==> src/rtl/buzzer_pattern_decoder_pkg.sv <==
`default_nettype none
// ============================================================================
// Module      : buzzer_pkg
// Description : Alert codes, gap classes, decoder states and the default
//               timing shared by the buzzer driver and the pattern decoder.
// Revision    : 1.0 - initial release
// ============================================================================
package buzzer_pkg;

   typedef logic [1:0] code_t;

   localparam code_t CODE_NONE = 2'b00;
   localparam code_t CODE_HOT  = 2'b01;
   localparam code_t CODE_COLD = 2'b10;

   // Periods at 50 MHz; the driver derives its beep groups from the same values
   localparam int unsigned DEF_TONE_TO  = 50_000;
   localparam int unsigned DEF_GAP_MIN  = 5_000_000;
   localparam int unsigned DEF_COLD_MIN = 10_000_000;
   localparam int unsigned DEF_COLD_MAX = 15_000_000;
   localparam int unsigned DEF_HOT_MIN  = 40_000_000;
   localparam int unsigned DEF_HOT_MAX  = 60_000_000;
   localparam int unsigned DEF_IDLE_TO  = 100_000_000;
   localparam int unsigned DEF_CONFIRM  = 2;
   localparam int          DEF_CW       = 27;

   typedef enum logic [1:0] {
      ST_IDLE = 2'd0,
      ST_TONE = 2'd1,
      ST_GAP  = 2'd2
   } dec_state_t;

   typedef enum logic [1:0] {
      CLS_IGNORE  = 2'd0,
      CLS_COLD    = 2'd1,
      CLS_HOT     = 2'd2,
      CLS_INVALID = 2'd3
   } gap_class_t;

   function automatic gap_class_t classify_gap(
      input logic [31:0] g,
      input logic [31:0] gap_min,
      input logic [31:0] cold_min,
      input logic [31:0] cold_max,
      input logic [31:0] hot_min,
      input logic [31:0] hot_max
   );
      gap_class_t cls;
      if (g < gap_min)
         cls = CLS_IGNORE;
      else if (g >= cold_min && g <= cold_max)
         cls = CLS_COLD;
      else if (g >= hot_min && g <= hot_max)
         cls = CLS_HOT;
      else
         cls = CLS_INVALID;
      return cls;
   endfunction

endpackage
`default_nettype wire

==> src/rtl/buzzer_pattern_decoder_if.sv <==
`default_nettype none
// ============================================================================
// Module      : buzzer_pattern_decoder_if
// Description : Beep line in, tone/alert-code status out.
// Revision    : 1.0 - initial release
// ============================================================================
interface buzzer_pattern_decoder_if;
   import buzzer_pkg::*;

   logic  tone_in;
   logic  tone_det;
   code_t codigo;
   logic  code_valid;

   modport master (output tone_in, input tone_det, input codigo, input code_valid);
   modport slave  (input tone_in, output tone_det, output codigo, output code_valid);
endinterface
`default_nettype wire

==> src/rtl/buzzer_pattern_decoder_tone_detector.sv <==
`default_nettype none
// ============================================================================
// Module      : tone_detector
// Description : Synchronises a beep line and flags a tone while rising edges
//               keep arriving within TONE_TO cycles of each other.
// Revision    : 1.0 - initial release
// ============================================================================
module tone_detector
   import buzzer_pkg::*;
#(
   parameter int unsigned TONE_TO = DEF_TONE_TO
)(
   input  logic clk,
   input  logic rst_n,
   input  logic tone_in,
   output logic tone_det
);

   localparam int TW = $clog2(TONE_TO + 1);
   localparam logic [TW-1:0] C_TONE_TO = TW'(TONE_TO);

   logic          r_sync1;
   logic          r_sync2;
   logic          r_sync3;
   logic          r_seen;
   logic [TW-1:0] r_tone_cnt;
   logic          w_edge;
   logic          w_seen_nxt;
   logic [TW-1:0] w_cnt_nxt;

   assign w_edge     = r_sync2 & ~r_sync3;
   assign w_seen_nxt = r_seen | w_edge;

   always_comb begin
      w_cnt_nxt = r_tone_cnt;
      if (w_edge)
         w_cnt_nxt = '0;
      else if (r_tone_cnt < C_TONE_TO)
         w_cnt_nxt = r_tone_cnt + TW'(1);
   end

   // tone_det is computed from next-state values so it rises the cycle after the edge
   always_ff @(posedge clk or negedge rst_n) begin
      if (!rst_n) begin
         r_sync1    <= 1'b0;
         r_sync2    <= 1'b0;
         r_sync3    <= 1'b0;
         r_seen     <= 1'b0;
         r_tone_cnt <= '0;
         tone_det   <= 1'b0;
      end else begin
         r_sync1    <= tone_in;
         r_sync2    <= r_sync1;
         r_sync3    <= r_sync2;
         r_seen     <= w_seen_nxt;
         r_tone_cnt <= w_cnt_nxt;
         tone_det   <= w_seen_nxt && (w_cnt_nxt < C_TONE_TO);
      end
   end

endmodule
`default_nettype wire

==> src/rtl/buzzer_pattern_decoder.sv <==
`default_nettype none
// ============================================================================
// Module      : buzzer_pattern_decoder
// Description : Measures silences between beep groups and recovers the
//               2-bit alert code after CONFIRM matching classifications.
// Revision    : 1.0 - initial release
// ============================================================================
module buzzer_pattern_decoder
   import buzzer_pkg::*;
#(
   parameter int unsigned TONE_TO  = DEF_TONE_TO,
   parameter int unsigned GAP_MIN  = DEF_GAP_MIN,
   parameter int unsigned COLD_MIN = DEF_COLD_MIN,
   parameter int unsigned COLD_MAX = DEF_COLD_MAX,
   parameter int unsigned HOT_MIN  = DEF_HOT_MIN,
   parameter int unsigned HOT_MAX  = DEF_HOT_MAX,
   parameter int unsigned IDLE_TO  = DEF_IDLE_TO,
   parameter int unsigned CONFIRM  = DEF_CONFIRM,
   parameter int          CW       = DEF_CW
)(
   input  logic                     clk,
   input  logic                     rst_n,
   buzzer_pattern_decoder_if.slave  bus
);

   localparam int MW = $clog2(CONFIRM + 1);
   localparam logic [CW-1:0] C_IDLE_TO = CW'(IDLE_TO);
   localparam logic [MW-1:0] C_CONFIRM = MW'(CONFIRM);

   dec_state_t    r_state;
   dec_state_t    w_state_nxt;
   logic [CW-1:0] r_gap_cnt;
   logic [CW-1:0] w_gap_cnt_nxt;
   logic          w_classify;
   logic          w_timeout;
   gap_class_t    w_class;
   code_t         w_new_cand;
   code_t         r_cand;
   logic [MW-1:0] r_match;
   code_t         r_codigo;
   logic          r_code_valid;
   logic          w_tone_det;

   tone_detector #(
      .TONE_TO (TONE_TO)
   ) u_tone_detector (
      .clk      (clk),
      .rst_n    (rst_n),
      .tone_in  (bus.tone_in),
      .tone_det (w_tone_det)
   );

   assign bus.tone_det   = w_tone_det;
   assign bus.codigo     = r_codigo;
   assign bus.code_valid = r_code_valid;

   assign w_class    = classify_gap(32'(r_gap_cnt), GAP_MIN, COLD_MIN, COLD_MAX, HOT_MIN, HOT_MAX);
   assign w_new_cand = (w_class == CLS_HOT) ? CODE_HOT : CODE_COLD;

   always_ff @(posedge clk or negedge rst_n) begin
      if (!rst_n) begin
         r_state   <= ST_IDLE;
         r_gap_cnt <= '0;
      end else begin
         r_state   <= w_state_nxt;
         r_gap_cnt <= w_gap_cnt_nxt;
      end
   end

   // Timeout is tested before the returning tone so a tie goes to IDLE unclassified
   always_comb begin
      w_state_nxt   = r_state;
      w_gap_cnt_nxt = r_gap_cnt;
      w_classify    = 1'b0;
      w_timeout     = 1'b0;
      case (r_state)
         ST_IDLE: begin
            if (w_tone_det)
               w_state_nxt = ST_TONE;
         end
         ST_TONE: begin
            if (!w_tone_det) begin
               w_state_nxt   = ST_GAP;
               w_gap_cnt_nxt = '0;
            end
         end
         ST_GAP: begin
            if (r_gap_cnt >= C_IDLE_TO) begin
               w_timeout   = 1'b1;
               w_state_nxt = ST_IDLE;
            end else if (w_tone_det) begin
               w_classify  = 1'b1;
               w_state_nxt = ST_TONE;
            end else begin
               w_gap_cnt_nxt = r_gap_cnt + CW'(1);
            end
         end
         default: w_state_nxt = ST_IDLE;
      endcase
   end

   always_ff @(posedge clk or negedge rst_n) begin
      if (!rst_n) begin
         r_cand       <= CODE_NONE;
         r_match      <= '0;
         r_codigo     <= CODE_NONE;
         r_code_valid <= 1'b0;
      end else begin
         r_code_valid <= 1'b0;
         if (w_timeout) begin
            r_cand       <= CODE_NONE;
            r_match      <= '0;
            r_codigo     <= CODE_NONE;
            r_code_valid <= (r_codigo != CODE_NONE);
         end else begin
            if (w_classify) begin
               case (w_class)
                  CLS_COLD, CLS_HOT: begin
                     if (w_new_cand == r_cand) begin
                        if (r_match < C_CONFIRM)
                           r_match <= r_match + MW'(1);
                     end else begin
                        r_cand  <= w_new_cand;
                        r_match <= MW'(1);
                     end
                  end
                  CLS_INVALID: begin
                     r_cand  <= CODE_NONE;
                     r_match <= '0;
                  end
                  default: ;
               endcase
            end
            if (r_match == C_CONFIRM && r_cand != r_codigo) begin
               r_codigo     <= r_cand;
               r_code_valid <= 1'b1;
            end
         end
      end
   end

endmodule
`default_nettype wire
==> src/flat_wrapper.sv <==
// flat-port wrapper written by rule: the top's interface ports become plain ports
module buzzer_pattern_decoder_flat import buzzer_pkg::*;
#(
   parameter int unsigned TONE_TO  = DEF_TONE_TO,
   parameter int unsigned GAP_MIN  = DEF_GAP_MIN,
   parameter int unsigned COLD_MIN = DEF_COLD_MIN,
   parameter int unsigned COLD_MAX = DEF_COLD_MAX,
   parameter int unsigned HOT_MIN  = DEF_HOT_MIN,
   parameter int unsigned HOT_MAX  = DEF_HOT_MAX,
   parameter int unsigned IDLE_TO  = DEF_IDLE_TO,
   parameter int unsigned CONFIRM  = DEF_CONFIRM,
   parameter int          CW       = DEF_CW
)
  (clk, rst_n, bus_tone_in, bus_tone_det, bus_codigo, bus_code_valid);
  buzzer_pattern_decoder_if bus_i ();
  input  logic clk;
  input  logic rst_n;
  input wire logic [$bits(bus_i.tone_in)-1:0] bus_tone_in;
  output wire logic [$bits(bus_i.tone_det)-1:0] bus_tone_det;
  output wire logic [$bits(bus_i.codigo)-1:0] bus_codigo;
  output wire logic [$bits(bus_i.code_valid)-1:0] bus_code_valid;
  assign bus_i.tone_in = bus_tone_in;
  assign bus_tone_det = bus_i.tone_det;
  assign bus_codigo = bus_i.codigo;
  assign bus_code_valid = bus_i.code_valid;
  buzzer_pattern_decoder #(.TONE_TO(TONE_TO), .GAP_MIN(GAP_MIN), .COLD_MIN(COLD_MIN), .COLD_MAX(COLD_MAX), .HOT_MIN(HOT_MIN), .HOT_MAX(HOT_MAX), .IDLE_TO(IDLE_TO), .CONFIRM(CONFIRM), .CW(CW)) u_core (.clk(clk), .rst_n(rst_n), .bus(bus_i));
endmodule
==> config.mk <==
export PLATFORM = sky130hd
export DESIGN_NAME = buzzer_pattern_decoder_flat
export DESIGN_NICKNAME = d
export VERILOG_FILES = /design/src/rtl/buzzer_pattern_decoder_pkg.sv /design/src/rtl/buzzer_pattern_decoder_if.sv /design/src/rtl/buzzer_pattern_decoder_tone_detector.sv /design/src/rtl/buzzer_pattern_decoder.sv /design/src/flat_wrapper.sv
export SDC_FILE = /design/constraint.sdc
export NUM_CORES = 1
export LEC_CHECK = 0
export ABC_AREA = 1
export CAP_MARGIN = 20
export CORE_ASPECT_RATIO = 2
export CORE_MARGIN = 10
export CORE_UTILIZATION = 30
export CTS_BUF_LIST = sky130_fd_sc_hd__clkbuf_8
export DETAILED_ROUTE_END_ITERATION = 10
export GPL_ROUTABILITY_DRIVEN = 0
export PLACE_DENSITY = 0.44
export SLEW_MARGIN = 20
export SYNTH_ARGS = -nofsm -noshare
export SYNTH_HDL_FRONTEND = slang
export SYNTH_SLANG_ARGS = --single-unit
==> constraint.sdc <==
create_clock -name clk -period 3.9 [get_ports clk]
set_clock_uncertainty 0.05 [all_clocks]
set_input_delay 0.78 -clock clk [delete_from_list [all_inputs] [get_ports clk]]
set_output_delay 0.78 -clock clk [all_outputs]
set_load 0.01 [all_outputs]
==> run metrics, run 1 <==
outcome finished clean; CP Data Required Time 4.12 ns; routed vias/inst 4.989; reg2reg setup slack 0.97 ns; CP Class reg -> reg; Mapped Nets 652; Initial DRT Pass Iterations 6; fin. max-slew vios 0; crit share post-route 75.01%; count of different cell masters after synthesis 45; hold slack 0.3058 ns; TritonCTS clock tree done; grt total ovfl 0; Die Footprint 19500 µm²; Setup crit end kind flop; vias 4176; clk_lat worst skew 0.37 ns; CP Cell Sequence nand2_1, inv_1, nand2_1, nor4_1, nand4_1, nand3_1, nand2_1, nand2_1, nand2_1, ha_1, o21ai_0, nor2_1, o21ai_2, nand3_1, o21ai_0; Worst Tran Pin Value 0.9104 ns; max_cap viols 0; Syn Std Cell Area 4220 µm²; Util after Layout 33.43%; CORE AREA 13890 µm²; CP top delay family simple AND/OR/NAND/NOR gates; worst path arrival time 3.15 ns; final wirelength 14080 µm; Max VDD drop 0.0001408 V; crit-path max cell delay 0.53 ns; Final Hold Viols 0; pin count of the biggest net entering global routing 38; wire length per cell 16.83 µm; Resize count post-CTS 0; port bufs 6; CP Max Fanout 10; Finished Layout Cells 837; number of global-route vias before repair 4318; placed insts 821; routing usage on met3 2.335%; first-pass GRT wire length 22670 µm; H-tree levels 3; startpoint types flop; # rows 61; EDFF count, synth 0; total power 0.001337 W; ys flop type dfrtp_1; Slew HR 39.31%; area growth from synthesis to layout 10.02%; cts hold-fix bufs 0; Initial DRC Count 220; register area share after synthesis 33.80%; Max stage delay cell, worst path dfrtp_1; GR Util All Layers 14.83%; Initial Utilization 30.38%; post-synthesis register bit count 57; IO Pins 7; CTS Sinks 57; Antenna Nets Post-Route 0; minimum clock period 2.925 ns; # nets final 654; synth warn 0; RSZ-0062 raised after global routing no; Hold/Removal Path Class reg -> reg; Crit path top cell by count nand2_1; Buf+Inv Stages, Crit Path 1; Leak 2.126 nW; Die H 187.7 µm; M1 GR Usage 13.12%; clock buffer depth 2; Total Neg Setup Slack 0 ns; Fmax achieved 341.8 MHz; Post-CTS Setup Bufs 0; root buf cell clkbuf_8; most used routing layer met2; clock slew at reported path FFs 0.08 ns; Ant. Diodes 0; Setup violations, final 0; GR Util met2 28.33%; initial antenna violation count 0; Syn Area/Cell 6.584 µm²; number of remaining DRC errors 0; number of buffers created by CTS 9; Detailed Place HPWL 10990 µm; chip width 103.9 µm; Syn Inst Count 641; layout cells sized above 1 8.642%; ys async rst share 100.0%; Pwr Density 287.9 nW/µm²
[path summary, 6_finish.rpt]
check / from / end / cells past startpoint
worst max-delay path: u_core.r_gap_cnt[23] / u_core.r_cand[0] / 15
worst min-delay path: u_core.u_tone_detector.r_sync1 / u_core.u_tone_detector.r_sync2 / 0
worst max register to register: u_core.r_gap_cnt[23] / u_core.r_cand[0] / 15
worst min register to register: u_core.u_tone_detector.r_sync1 / u_core.u_tone_detector.r_sync2 / 0
max in group asynchronous: rst_n / u_core.r_match[1] / 2
min in group asynchronous: rst_n / u_core.u_tone_detector.r_tone_cnt[0] / 1
[cell usage in the layout, fill, tap and decap left out, types with 5 or more instances in the layout]
cell type	netlist	final
a21oi_1	12	12
clkbuf_8	0	11
clkdlybuf4s50_1	0	5
dfrtp_1	57	57
ha_1	8	8
inv_1	71	71
inv_2	8	8
nand2_1	175	175
nand3_1	69	69
nand4_1	9	9
nor2_1	89	89
nor3_1	25	25
nor4_1	6	6
o21ai_0	25	25
o21ai_1	13	13
o21ai_2	7	7
xor2_1	9	9
[logic make-up after synthesis]
kind of cell / share of synthesized area (%)
adder cells (fa/ha/maj): 2.372
buffers and inverters: 10.41
XOR/XNOR: 2.491
AO/OA/AOI/OAI: 10.17
AND/OR/NAND/NOR: 40.76
flip-flops: 33.80
[through the flow]
step	cell area (µm²)	worst slack [ns]
after CTS	4643	1.001
final	4643	0.9746
after detailed placement	4414	1.062
after global routing	4643	0.6329
after global placement	4414	1.139
after floorplan	4220	1.480
[power by group]
group	switching (W)	internal [W]	total, W
Sequential	0.0000168	0.000607	0.000624
Clock	0.000265	0.000392	0.000657
Combinational	0.0000376	0.0000181	0.0000557
[metal layers]
metal  up-vias  share of wire (%)
met4         0                7.8
met2       117                 56
met5         -                  0
met3        59                2.6
met1      1941                 34
li1       2059                  -
[sequential cells by signal (all words and copies together), names as in the netlist]
signal	flops
u_core.u_tone_detector.r_tone_cnt	16
u_core.bus.codigo	2
u_core.r_gap_cnt	27
u_core.u_tone_detector.r_sync3	1
u_core.r_state	2
u_core.bus.code_valid	1
u_core.u_tone_detector.r_sync1	1
u_core.r_cand	2
u_core.u_tone_detector.r_seen	1
u_core.r_match	2
u_core.u_tone_detector.r_sync2	1
u_core.u_tone_detector.tone_det	1
[worst register-to-register path, stage by stage (launching register included)]
cell and delay (ns):
dfrtp_1 0.53, nand2_1 0.12, inv_1 0.12, nand2_1 0.08
nor4_1 0.37, nand4_1 0.14, nand3_1 0.12, nand2_1 0.06
nand2_1 0.06, nand2_1 0.10, ha_1 0.23, o21ai_0 0.30
nor2_1 0.10, o21ai_2 0.24, nand3_1 0.12, o21ai_0 0.10
[synth_stat cells (3+ instances only)]
library cell  count  area (µm²)
nand2_1         175       656.9
nor2_1           89       334.1
inv_1            71       266.5
nand3_1          69       345.3
dfrtp_1          57        1426
nor3_1           25       125.1
o21ai_0          25       125.1
o21ai_1          13       65.06
a21oi_1          12       60.06
nand4_1           9       56.30
xor2_1            9       78.83
buf_2             8       40.04
ha_1              8       100.1
inv_2             8       30.03
o21ai_2           7       61.31
nor4_1            6       37.54
nand2_2           4       25.02
buf_4             3       22.52
buf_6             3       33.78
clkbuf_1          3       11.26
nand2_4           3       33.78
o21bai_1          3       22.52
or2_2             3       18.77
xnor2_1           3       26.28
[final cells by class]
cell class              count  area, µm²
fillers                  1560       9248
multi-input cells         484       2355
flip-flops and latches     57       1426
inverters                  81      311.5
well taps                 189      236.5
clock buffers              11      151.4
repair buffers             10      85.08
clock inverters             5      77.57
(Power assumes the default switching activity.)
==> run 2, diff against run 1 <==
- PLACE_DENSITY: 0.44 -> 0.46
- clock period: 3.9 -> 2.6 ns (I/O delays scaled with it)
==> run 2 against run 1 <==
Effect of this change: clock power grew 17%; critical path depth up 1; register-to-register slack lost 0.83 ns; sequential power is 49% higher; worst hold slack worse by 0.20 ns; via count is 6.4% higher; non-clock buffer count is 64 higher; worst setup slack worse by 0.83 ns; wire length increased by 5.4%; first-iteration DRC count grew 33%; sequential cell count unchanged; combinational power increased by 60%.
==> run metrics, run 2 (synthesis gave the netlist of run 1 again) <==
Initial DRC Count 292 (+33%); Antenna Nets Post-Route 0 (unchanged); # nets final 718 (+9.8%); reg2reg setup slack 0.14 ns (-0.83 ns); dpl ws -0.1887 ns (-1.251 ns); CP Data Required Time 2.81 ns (-1.31 ns); root buf cell clkbuf_8; Ant. Diodes 0 (unchanged); most frequent cells in the layout nand2_1, nor2_1, nand3_1, inv_1, buf_4; Setup violations, final 0 (unchanged); clk_lat worst skew 0.37 ns (about the same); Die H 187.7 µm (unchanged); outcome finished clean; pin count of the biggest net entering global routing 27 (-29%); biggest regs u_core.r_gap_cnt: 27 flops, u_core.u_tone_detector.r_tone_cnt: 16 flops; H-tree levels 3 (unchanged); Fmax achieved 406.8 MHz (+19%); cell count of the worst reg-to-reg path 16 (+1); Initial DRT Pass Iterations 5 (-1); PnR worst setup slack 0.1418 ns (-0.8328 ns); Pwr Density 341.8 nW/µm² (+19%); Detailed Place HPWL 11770 µm (+7.1%); number of global-route vias before repair 4599 (+6.5%); Max VDD drop 0.0001841 V (+31%); vias 4443 (+6.4%); Leak 2.418 nW (+14%); Die Footprint 19500 µm² (unchanged); area growth from synthesis to layout 24.13%; TritonCTS clock tree done; fin. max-slew vios 0 (unchanged); worst path arrival time 2.67 ns (-0.48 ns); # rows 61 (unchanged); chip width 103.9 µm (unchanged); max_cap viols 0 (unchanged); crit path to u_core.r_match[0]; final wirelength 14850 µm (+5.4%); Setup crit end kind flop; port bufs 6 (unchanged); first-pass GRT wire length 23870 µm (+5.3%); CORE AREA 13890 µm² (unchanged); CP Max Fanout 5 (-5); crit share post-route 94.55% (+20 points); startpoint types flop; IO Pins 7 (unchanged); Hold/Removal Path Class in -> async; placed insts 878 (+6.9%); grt total ovfl 0 (unchanged); CTS Sinks 57 (unchanged); minimum clock period 2.458 ns (-0.4672 ns); Largest register FFs 27 (unchanged); layout cells sized above 1 22.89% (+14 points); worst reg2reg path startpoint u_core.r_gap_cnt[6]; Critical path origin u_core.r_gap_cnt[6]; Finished Layout Cells 901 (+7.6%); total power 0.001791 W (+34%); CP Class reg -> reg; Final Hold Viols 0 (unchanged); Slew HR 53.89% (+15 points); FILL cells 1539 (-1.3%); routed vias/inst 4.931 (-1.2%); clock buffer depth 2 (unchanged); initial antenna violation count 0 (unchanged); wire length per cell 16.48 µm (-2.1%); most common cell after layout, fill and taps aside nand2_1; GR Util All Layers 15.50% (+0.67 points); Total Neg Setup Slack 0 ns (unchanged); Worst Tran Pin Value 0.6853 ns (-0.2251 ns); clock slew at reported path FFs 0.08 ns (about the same); Initial Utilization 30.38% (unchanged); number of buffers created by CTS 9 (unchanged); largest register by flop count u_core.r_gap_cnt; reg2reg end u_core.r_match[0]; number of remaining DRC errors 0 (unchanged)
-- run 2: cell count changes in the layout (fill, tap and decap cells not counted), moves of 6 or more --
cell | before | now
buf_4 | 4 | 65
dfrtp_1 | 57 | 48
dfrtp_2 | 0 | 9
inv_2 | 8 | 14
nor2_1 | 89 | 81
nor2_2 | 2 | 8
-- run 2: worst min-delay path by stage --
stage,from,endpoint,slack [ns],cells past startpoint
finish,rst_n,u_core.u_tone_detector.r_tone_cnt[5],0.11,1
CTS,rst_n,u_core.r_gap_cnt[26],0.12,1
floorplan,rst_n,u_core.bus.code_valid,0.17,0
global route,rst_n,u_core.u_tone_detector.r_tone_cnt[13],0.15,1
detailed placement,u_core.u_tone_detector.r_sync1,u_core.u_tone_detector.r_sync2,0.29,0
global placement,u_core.u_tone_detector.r_sync1,u_core.u_tone_detector.r_sync2,0.28,0
-- run 2: critical path, stage by stage, from the launching register on --
cell     delay, ns
dfrtp_2       0.46
nor2_2        0.14
nand3_1       0.10
nor4_2        0.26
buf_4         0.16
nand4_1       0.13
nand2_1       0.10
nand2_1       0.07
nand2_2       0.08
ha_2          0.21
o21ai_2       0.07
o21ai_2       0.08
nor2_2        0.08
o21ai_4       0.20
inv_2         0.06
nand3_1       0.06
nand2_1       0.05
-- run 2: layout make-up --
class	count	area, µm²	share of cell area [%]
Clock inverter	6	35.03	0.6687
Clock buffer	10	137.6	2.627
Sequential cell	57	1438	27.44
Timing Repair Buffer	74	585.6	11.18
Tap cell	189	236.5	4.514
Multi-Input combinational cell	484	2495	47.62
Inverter	81	311.5	5.947
-- run 2: per-layer routing --
layer / share of wire [%] / GRT usage (%)
met5: 0 / 0
met1: 32 / 13.18
met2: 55 / 29.58
met3: 2.8 / 2.301
met4: 9.7 / 14.48
-- run 2: power by group --
group | switching, W | total [W] | internal, W
Combinational | 0.0000569 | 0.0000890 | 0.0000322
Sequential | 0.0000214 | 0.000932 | 0.000911
Clock | 0.000405 | 0.000770 | 0.000364
Total | 0.000484 | 0.00179 | 0.00131
-- run 2: repair_timing --
item / 4_1_cts / 5_1_grt
cloned: 0 / 0
endpoints found under the setup margin: 4 / 4
gates resized for setup: 3 / 51
hold buffers: 0 / 0
endpoints found under the hold margin: 0 / 0
setup buffers: 0 / 7
pin swaps: 1 / 16
-- run 2: metrics by stage --
stage	area [µm²]	hold slack (ns)	util [%]
2_1_floorplan	4220	0.1744	-
3_3_place_gp	4855	0.2841	34.95
3_5_place_dp	4855	0.2889	34.95
4_1_cts	5037	0.1221	36.26
5_1_grt	5239	0.1461	37.71
6_report	5239	0.1068	37.71
==> variant 1, RTL diff (settings of run 2) <==
Encoding of `dec_state_t`: now one-hot (3 bits for 3 states).
--- a/src/rtl/buzzer_pattern_decoder_pkg.sv
+++ b/src/rtl/buzzer_pattern_decoder_pkg.sv
@@ -25,8 +25,8 @@
    localparam int          DEF_CW       = 27;
 
-   typedef enum logic [1:0] {
-      ST_IDLE = 2'd0,
-      ST_TONE = 2'd1,
-      ST_GAP  = 2'd2
+   typedef enum logic [2:0] {
+      ST_IDLE = 3'b001,
+      ST_TONE = 3'b010,
+      ST_GAP  = 3'b100
    } dec_state_t;
 
Function: no difference found for any inputs over 10 cycles, from zero or initial values and one cycle with rst_n low; not proved beyond that.
==> variant 1 against run 2 <==
Sequential cell count is 1 higher. Maximum frequency decreased by 0.42%. Cell count down 2.0%. Synthesized area grew 3.9%. Power grew 26%. Final area grew 5.0%. Setup slack worse by 0.010 ns. Routed wire length decreased by 0.72%. Die area rose by 3.3%. Largest power group is now the clock network. Highest routed layer unchanged.
==> variant 1: results <==
export IMPL_wl_met3_um=396
export IMPL_synthCells=621
export IMPL_buf_share_pct=10.5
export IMPL_detail_route_first_pass_iterations=4
export IMPL_synthAdderAreaFrac_pct=2.28
export IMPL_hold_ws_ns=0.115
export IMPL_synth_xor_xnor_area_share_pct=4.20
export IMPL_max_vdd_ir_drop_uv=223
export IMPL_met1_usage_pct=13.0
export IMPL_num_multi_input_gates=467
export IMPL_tightest_slew_ns=0.691
export IMPL_synth_compound_area_share_pct=9.67
export IMPL_use_met2_pct=29.5
export IMPL_reg_largest_list="u_core.r_gap_cnt (27), u_core.u_tone_detector.r_tone_cnt (16), u_core.r_state (3)"
export IMPL_fillCellCount=1511
export IMPL_grt_max_degree=37
export IMPL_grt_pass1_vias=4487
export IMPL_wl_met2_um=8300
export IMPL_met3_usage_pct=2.66
export IMPL_outcome="finished, final reports clean"
export IMPL_cp_data_arrival_time_ns=2.66
export IMPL_drive_gt1_share_pct=27.1
export IMPL_first_iter_violations=207
export IMPL_cts_num_sinks=58
export IMPL_wl_met1_um=4890
export IMPL_grt_use_total_pct=15.0
export IMPL_wl_per_cell_um=16.7
export IMPL_synth_nets=632
export IMPL_viasPerCell=4.96
export IMPL_finalNetCount=697
export IMPL_synthTopCellsByCount="nand2_1 (165), inv_1 (71), nor2_1 (70)"
export IMPL_synth_seq_area_share_pct=33.1
export IMPL_synth_area_top_cells="dfrtp_1 (33%), nand2_1 (14%), inv_1 (6.1%)"
export IMPL_crit_fanout=4
export IMPL_clk_share_pct=4.57
variant 1: cell count changes after synthesis, sizes merged, moves of 6 or more:
cell          run 2  this run
nand2           182       176
nand3            70        49
nand4             9        32
nor2             92        79
o21ai            46        34
xor2              9        16
variant 1: power by group:
| group | internal (mW) | switching (mW) | total [mW] | leakage [nW] |
|---|---|---|---|---|
| combinational | 0.0637 | 0.100 | 0.164 | 1.65 |
| sequential | 0.959 | 0.0507 | 1.01 | 0.770 |
| clock | 0.664 | 0.425 | 1.09 | 0.119 |
| total | 1.69 | 0.576 | 2.26 | 2.54 |
variant 1: stage by stage:
step | TNS, ns | instance area, um^2 | worst slack (ns)
after floorplan | 0 | 4380 | 0.252
after global placement | -0.371 | 4950 | -0.130
after detailed placement | -0.410 | 4950 | -0.142
after CTS | 0 | 5240 | 0.0164
after global routing | 0 | 5500 | 0.00829
final | 0 | 5500 | 0.131
variant 1: timing repair:
item,in CTS,in global routing
pin swaps,2,18
resized for setup,9,46
setup buffers,1,14
setup endpoints to repair,4,4
==> variant 2, RTL diff (config.mk and constraints of run 2) <==
Without the edit above. The package constant `DEF_CW` goes from 27 to 54.
--- a/src/rtl/buzzer_pattern_decoder_pkg.sv
+++ b/src/rtl/buzzer_pattern_decoder_pkg.sv
@@ -23,5 +23,5 @@
    localparam int unsigned DEF_IDLE_TO  = 100_000_000;
    localparam int unsigned DEF_CONFIRM  = 2;
-   localparam int          DEF_CW       = 27;
+   localparam int          DEF_CW       = 54;
 
    typedef enum logic [1:0] {
Check against the original RTL: same outputs for any inputs over 10 cycles, from zero or initial values and one cycle with rst_n low; that may be too few to reach the edited logic, so the function may still have changed.
==> variant 2 against run 2 <==
Sequential cell count grew 27. Setup slack lost 0.071 ns. Clock power grew 35%. Hold slack lost 0.0018 ns. Synthesized area grew 25%. Routed wire length grew 4.8%. Cell count grew 14%. Largest cell class unchanged. Final area grew 23%. Power grew 40%. Critical path depth is the same. Sequential power grew 46%.
==> variant 2: results <==
export IMPL_synthTopCellsByCount="nand2_1 (161), nor2_1 (122), inv_1 (111)"
export IMPL_outcome="finished, final reports clean"
export IMPL_setup_ws_ns=0.0707
export IMPL_tightest_slew_ns=0.661
export IMPL_synth_warnings=0
export IMPL_grt_max_degree=46
export IMPL_pre_cts_slack_ns=-0.239
export IMPL_post_route_util_pct=37.4
export IMPL_rr_startpoint="u_core.r_gap_cnt[10]"
export IMPL_synth_xor_xnor_area_share_pct=4.63
export IMPL_place_hpwl_um=12200
export IMPL_grt_pass1_wl_um=25500
export IMPL_grt_use_total_pct=13.6
export IMPL_synth_compound_area_share_pct=8.17
export IMPL_reg_largest_list="u_core.r_gap_cnt (54), u_core.u_tone_detector.r_tone_cnt (16)"
export IMPL_dpl_cell_area_um2=6020
export IMPL_synthAdderAreaFrac_pct=1.89
export IMPL_netlist_cell_type_count=36
export IMPL_cp_data_arrival_time_ns=2.75
export IMPL_cts_htree_levels=3
export IMPL_synth_area_top_cells="dfrtp_1 (40%), nand2_1 (11%), nor2_1 (8.6%)"
export IMPL_hold_ws_ns=0.105
export IMPL_clk_pin_slew_ns=0.10
export IMPL_final_cells=1025
export IMPL_endpoint="u_core.r_match[0]"
export IMPL_synth_nets=749
export IMPL_vias=4893
export IMPL_max_vdd_ir_drop_uv=196
export IMPL_drive_gt1_share_pct=21.0
export IMPL_wl_per_cell_um=15.2
export IMPL_fillCellCount=1801
export IMPL_cellLeakagePower_nw=3.16
export IMPL_finalNetCount=821
variant 2: cell types whose count changed in the layout (fill, tap and decap cells not counted), sizes merged, moves of 3 or more:
| cell | change |
|---|---|
| buf | +13 |
| clkinv | -4 |
| inv | +38 |
| xor2 | +15 |
| nor2 | +34 |
| nand2 | -17 |
| dfrtp | +27 |
| nor4 | -4 |
| nand4 | +17 |
| o21ai | -3 |
| nand3 | -5 |
variant 2: timing repair:
item,4_1_cts,5_1_grt
setup endpoints to repair,4,4
pin swaps,3,11
hold buffers,0,0
gates resized for setup,10,35
buffers inserted,1,9
variant 2: layout make-up:
class,count,area share [%]
Tap cell,210,4.07
Sequential cell,84,32.6
Clock inverter,7,1.38
Multi-Input combinational cell,513,42.2
Inverter,115,6.77
Timing Repair Buffer,87,11.1
Clock buffer,9,1.92
variant 2: per-layer routing:
metal	GRT usage (%)	up-vias	wire [um]
li1	-	2470	-
met5	0	-	0
met4	9.48	0	932
met2	26.2	96	9000
met1	12.3	2278	5240
met3	1.87	49	380
variant 2: critical path, stage by stage, from the launching register on:
cell and delay [ns]:
dfrtp_1 0.42, nor2_1 0.23, nand3_1 0.23, nor4_1 0.28, nand2_1 0.09, nand2_1 0.07
nand2_1 0.07, nand2_2 0.09, inv_2 0.06, ha_4 0.15, o21bai_1 0.15, nand2_1 0.10
nor2_2 0.06, o21ai_4 0.20, inv_2 0.07, nand3_2 0.06, nand2_1 0.05
variant 2: power by group:
part           switching, mW  internal (mW)  leakage (nW)
logic                 0.0695         0.0322          1.91
clock network          0.571          0.469         0.106
registers             0.0299           1.33          1.15
total                  0.671           1.83          3.16
